--- src/rtl/pipeline_hazard_ctrl.sv ---
// pipeline_hazard_ctrl: scoreboard-based forwarding, load-use stall and branch flush control
module pipeline_hazard_ctrl #(
  parameter int NUM_STAGES = 5,
  parameter int AW         = 5,
  parameter int NUM_SRC    = 2,
  parameter int ZERO_REG   = 31,
  parameter int LOAD_DIST  = 1,
  parameter int CNT_W      = 32,
  localparam int DEPTH     = NUM_STAGES - 2,
  localparam int SELW      = $clog2(DEPTH + 1)
) (
  input  logic                    clk,
  input  logic                    reset,
  input  logic                    id_valid,
  input  logic [NUM_SRC*AW-1:0]   id_src,
  input  logic [NUM_SRC-1:0]      id_src_used,
  input  logic [AW-1:0]           id_dst,
  input  logic                    id_regwrite,
  input  logic                    id_memread,
  input  logic                    br_taken,
  output logic                    pc_stall,
  output logic                    ifid_stall,
  output logic                    idex_bubble,
  output logic                    ifid_flush,
  output logic [NUM_SRC*SELW-1:0] fwd_sel,
  output logic [CNT_W-1:0]        stall_cnt,
  output logic [CNT_W-1:0]        flush_cnt
);
  logic [DEPTH:1]         vld_q, vld_d, rw_q, rw_d, mr_q, mr_d;
  logic [DEPTH:1][AW-1:0] dst_q, dst_d;
  logic [CNT_W-1:0]       stall_cnt_q, stall_cnt_d, flush_cnt_q, flush_cnt_d;
  logic                   stall_hz, hz;
  logic [AW-1:0]          src;
  // per source, scan oldest to youngest so the youngest producer is the last one written
  always_comb begin
    stall_hz = 1'b0;
    fwd_sel = '0;
    src = '0;
    hz = 1'b0;
    for (int i = 0; i < NUM_SRC; i++) begin
      src = id_src[i*AW +: AW];
      hz = 1'b0;
      for (int k = DEPTH; k >= 1; k--)
        if (id_valid && id_src_used[i] && vld_q[k] && rw_q[k] && dst_q[k] == src && src != AW'(ZERO_REG)) begin
          fwd_sel[i*SELW +: SELW] = SELW'(k);
          hz = (k <= LOAD_DIST) && mr_q[k];
        end
      stall_hz = stall_hz | hz;
    end
  end
  assign pc_stall    = stall_hz & ~br_taken;
  assign ifid_stall  = pc_stall;
  assign idex_bubble = stall_hz | br_taken;
  assign ifid_flush  = br_taken;
  assign stall_cnt   = stall_cnt_q;
  assign flush_cnt   = flush_cnt_q;
  // shift the scoreboard one slot; decode enters slot 1 unless stalled or killed
  always_comb begin
    vld_d = {vld_q[DEPTH-1:1], id_valid & ~stall_hz & ~br_taken};
    rw_d  = {rw_q[DEPTH-1:1], id_regwrite};
    mr_d  = {mr_q[DEPTH-1:1], id_memread};
    dst_d = {dst_q[DEPTH-1:1], id_dst};
    stall_cnt_d = stall_cnt_q + CNT_W'(pc_stall & ~&stall_cnt_q);
    flush_cnt_d = flush_cnt_q + CNT_W'(br_taken & ~&flush_cnt_q);
  end
  // state registers; reset empties the pipe and clears the counters
  always_ff @(posedge clk or negedge reset) begin
    if (!reset) begin
      vld_q <= '0;
      rw_q <= '0;
      mr_q <= '0;
      dst_q <= '0;
      stall_cnt_q <= '0;
      flush_cnt_q <= '0;
    end else begin
      vld_q <= vld_d;
      rw_q <= rw_d;
      mr_q <= mr_d;
      dst_q <= dst_d;
      stall_cnt_q <= stall_cnt_d;
      flush_cnt_q <= flush_cnt_d;
    end
  end
endmodule

--- config.mk ---
export PLATFORM = sky130hd
export DESIGN_NAME = pipeline_hazard_ctrl
export DESIGN_NICKNAME = d
export VERILOG_FILES = /design/src/rtl/pipeline_hazard_ctrl.sv
export SDC_FILE = /design/constraint.sdc
export NUM_CORES = 1
export LEC_CHECK = 0
export CORE_ASPECT_RATIO = 1.1
export CORE_MARGIN = 3
export CORE_UTILIZATION = 38
export DETAILED_ROUTE_END_ITERATION = 8
export SYNTH_ARGS = -nofsm -noshare
export SYNTH_HDL_FRONTEND = slang
export SYNTH_SLANG_ARGS = --single-unit
--- constraint.sdc ---
create_clock -name clk -period 3.5 [get_ports clk]
set_input_delay 0.7 -clock clk [delete_from_list [all_inputs] [get_ports clk]]
set_output_delay 0.7 -clock clk [all_outputs]
set_load 0.02 [all_outputs]
* Yosys cells after proc, flatten, opt, wreduce, memory -nomap -nowiden
Index checks and enable logic that the tools add are counted.
Storage, ports and cells: flip-flop bits (word level) 86, input bits 23, output and inout bits 72, logic and storage cells 65
Cells by class: add/sub/neg operators 2, equal/unequal tests 8, muxes and demuxes 8, bitwise gates (word level) 9, reduce and logical (&&, ||, !) cells 30
Operators by type and width (number):
- $add A32 B1 Y32 | 2
- $reduce_and A32 Y1 | 2
- $eq A5 B5 Y1 | 6
- $logic_and A1 B1 Y1 | 26
- $mux W2 | 6
- $ne A5 B5 Y1 const B | 2
- $and A1 B1 Y1 | 5
- $logic_not A1 Y1 | 2
- $mux W1 | 2
- $not A1 Y1 | 2
- $or A1 B1 Y1 | 2

* Logic depth before layout (Yosys ltp)
depth after elaboration 10, depth in mapped cells 11, gate-level depth less buffers 10

* Least setup slack after synthesis
Ideal clock, no wire load.
kind input to register, start in id_src[7], end reg stall_cnt_q[20], in the netlist stall_cnt[20], setup time 0.130 ns, arrival time 2.890 ns, required time 3.370 ns, path slack 0.480 ns, stages 10, buffers on the path 0, cell sequence xor2_1 nor4_1 nand3_1 a221oi_1 ha_1 ha_1 and4_1 nor3b_4 nand4_1 xnor2_1
Between the ends: longest elaborated chain between the ends 8, elaborated cells between the ends (all ways) 9, those cells by class add/sub (1); eq/ne (2); mux (1); bitwise (3); reduce/logical (2)
Ends and longest elaborated chain:
- start, declared | RTL line 15 | input logic [NUM_SRC*AW-1:0] id_src,
- $eq A5 B5 Y1 | RTL line 44 | if (id_valid && id_src_used[i] && vld_q[k] && rw_q[k] && dst_q[k] == src && src != AW'(ZERO_REG)) begin
- $logic_and A1 B1 Y1 | RTL line 44
- $logic_and A1 B1 Y1 (*) | RTL line 44
- $mux W1 (*) | RTL line 44
- $or A1 B1 Y1 (*) | RTL line 48 | stall_hz = stall_hz | hz;
- $and A1 B1 Y1 (*) | RTL line 51 | assign pc_stall = stall_hz & ~br_taken;
- $and A1 B1 Y1 (*) | RTL line 63 | stall_cnt_d = stall_cnt_q + CNT_W'(pc_stall & ~&stall_cnt_q);
- $add A32 B1 Y32 (*) | RTL line 63
- named net stall_cnt_d[20] | RTL line 31 | logic [CNT_W-1:0] stall_cnt_q, stall_cnt_d, flush_cnt_q, flush_cnt_d;
- end signal, assigned | RTL line 80 | stall_cnt_q <= stall_cnt_d;
- end, declared | RTL line 31
Mark *: on every way through the listed nets, which the timed path passes. The rest lies on a longest branch.

* Final worst setup path
start in id_src[7], end out pc_stall
Between the ends: longest elaborated chain between the ends 6, elaborated cells between the ends (all ways) 7, those cells by class eq/ne (2); mux (1); bitwise (2); reduce/logical (2)
Ends and longest elaborated chain:
- $eq A5 B5 Y1 | RTL line 44
- $logic_and A1 B1 Y1 | RTL line 44
- $logic_and A1 B1 Y1 (*) | RTL line 44
- $mux W1 (*) | RTL line 44
- $or A1 B1 Y1 (*) | RTL line 48
- $and A1 B1 Y1 (*) | RTL line 51
- end, declared | RTL line 21 | output logic pc_stall,
Every way passes the cells marked *; elsewhere a longest branch is shown, timed or not.

==> run metrics <==
post-route cell area 5540 um2; drt via density 4.92; switch share 25.0%; Setup Crit Path Kind in2out; Detailed Routing Iterations Pass 1 4; result of the run complete, no violations; fill count 917; crit path capture type output pin; CTS tree yes; DRT iter0 DRCs 81; Die H 113 um; worst-path cell chain clkdlybuf4s50_1 -> xor2_1 -> nor4_2 -> nand3_1 -> buf_4 -> a21oi_1 -> dlygate4sd2_1; crit-path max FO 3; Clock Tree Root clkbuf_8; Hold Path Class reg2reg; sequential cell area fraction in the yosys report 54.2%; Num CTS Buffers 9; most frequent cells in the layout dfrtp_1, clkdlybuf4s50_1, xnor2_1; Vias 2978; crit path DAT 2.68 ns; CP max-delay cell clkdlybuf4s50_1; Net Sw Power 0.000562 W; Slew headroom 28.1%; Buf+Inv Stages, Crit Path 3; Multi-input gate area 1820 um2; Tot GR Track Use 16.8%; max cap viols 0; FP Rows 38; Post-Layout Cell Count 605; RSZ-0062 raised after global routing false; syn avg cell area ~12 um2; Power Density between 400 and 500 nW/um2; Synth cell types 35; Worst-Margin Slew 1.08 ns; Core Box Area 10000 um2; Final ANT Viol Nets 0; layout cells sized above 1 about 13%; Post-Syn Area 3970 um2; f_max 296 MHz; clk sinks 86; worst setup margin 0.124 ns; CP required around 2.8 ns; Comb power frac 13.2%; FF+latch area around 2200 um2; RD Place Congestion 0.767; LEAKAGE 2.50 nW; H-Tree Depth 3; dpl cells between 500 and 600; first-pass GRT wire length 16000 um; Clock Path Buffers 2; drt total wl 9110 um; total setup buffers inserted after CTS 0; post-synth net total about 360; clk_skew 0.0139 ns; Post-DP HPWL 6630 um; DP Area 5250 um2; Initial Utilization 39.6%; Clock Latency Late Sink ~0.35 ns; Pint 0.00168 W; largest net degree at the start of global routing 87; drc violations 0; Max Slew Vio Count 0; Worst-path clk slew 0.09 ns; synthesized flop and latch total 86; GR Overflow Total 0; Max IR drop VDD between 0.2 and 0.25 mV; area grow syn2layout 39.4%; initial antenna violation count 0; clock share of power 37.4%; Flop pwr share 49.5%; final hold vios 0; Final Setup Violations 0; YS warnings 0; vias in the first global route 3119; crit path time final 3.38 ns; Die Footprint 11700 um2; Final period util between 90% and 100%; Final #Nets 488; # port buffers 94; Die X 104 um; Mapped Cells 336; family with the most delay on the worst path buffers and inverters; WL/cell 15.1 um; pre-CTS setup slack -0.316 ns; Hold Slack 0.379 ns; CP max stage delay 0.49 ns; Startpoint Class input pin; # diodes 0; I/O pins 95
sequential cells by signal, summed over array words and instances, names as in the netlist:
name and flops:
mr_q 1, dst_d 10, vld_q 3, stall_cnt 32, rw_q 3, dst_q 5
flush_cnt 32
cell type report:
cell class	instances	area share [%]
clock buffer	10	2.48
tap	140	3.16
timing repair buffer	119	20.5
clock inverter	5	1.94
multi-input combinational	242	32.9
sequential	86	38.8
inverter	3	0.203
power groups by stage:
stage | Sequential, W | Clock (W) | Combinational [W]
after floorplan | 0.00116 | 0 | 0.0000788
after CTS | 0.00111 | 0.000873 | 0.000298
after global routing | 0.00112 | 0.000918 | 0.000325
final | 0.00111 | 0.000839 | 0.000295
after detailed placement | 0.00113 | 0 | 0.000295
after global placement | 0.00113 | 0 | 0.000290
synthesized netlist by cell type, drive strengths merged:
cell	instances	area share (%)
a221oi	1	0.22
o211a	1	0.25
and4	11	2.5
a22oi	1	0.19
nor3b	1	0.47
dfrtp	86	54
and3	18	2.9
nand4	18	3.4
xnor2	49	11
and2	2	0.31
a21boi	2	0.38
nor4b	2	0.98
ha	4	1.3
a21oi	3	0.38
o21ai	3	0.38
nor2	13	1.2
nand3	36	4.5
buf	4	0.79
inv	3	0.28
nand2	22	2.1
clkbuf	1	0.094
nand2b	1	0.16
nor4	9	2.6
a41oi	1	0.22
a2111oi	2	0.44
nor3	1	0.13
xor2	41	9.0
logic make-up (layout without fill, tap and decap cells):
group | count (synthesis) | count (layout) | share of synthesized area, %
AOI/OAI and AO/OA | 14 | 14 | 2.46
xor gates and xnor gates | 90 | 90 | 19.8
adders and majority gates | 4 | 4 | 1.26
buffers and inverters | 8 | 137 | 1.16
DFF | 86 | 86 | 54.2
and+or+nand+nor | 134 | 134 | 21.1
timing repair:
action / CTS / global route
pin swaps: 0 / 2
cloned: 0 / 0
gates resized for setup: 10 / 7
endpoints found under the setup margin: 6 / 14
hold buffers: 0 / 0
layer usage:
layer	GRT usage, %	share of wire (%)	vias up
met2	26.7	49	71
li1	-	-	1434
met1	22.4	45	1462
met5	0	0	-
met3	4.73	4.8	11
met4	5.41	1.5	0
metrics by stage:
stage	power, W	TNS (ns)	utilization, %
after floorplan	0.00124	0	-
after global placement	0.00142	-2.44	52.4
after detailed placement	0.00142	-3.92	52.4
after CTS	0.00228	0	54.9
after global routing	0.00237	0	55.2
final	0.00224	0	55.2
worst paths after layout:
path / start / end / slack [ns] / cells after the start
max in group asynchronous: reset / flush_cnt[20] / 2.26 / 1
worst max register to register: dst_d[7] / stall_cnt[26] / 0.62 / 11
worst max-delay path: id_src[7] / pc_stall / 0.12 / 7
worst min register to register: vld_q[2] / vld_q[3] / 0.38 / 0
worst min-delay path: vld_q[2] / vld_q[3] / 0.38 / 0
min in group asynchronous: reset / stall_cnt[8] / 0.53 / 1
Note: power is estimated with default switching activity, not from simulation.
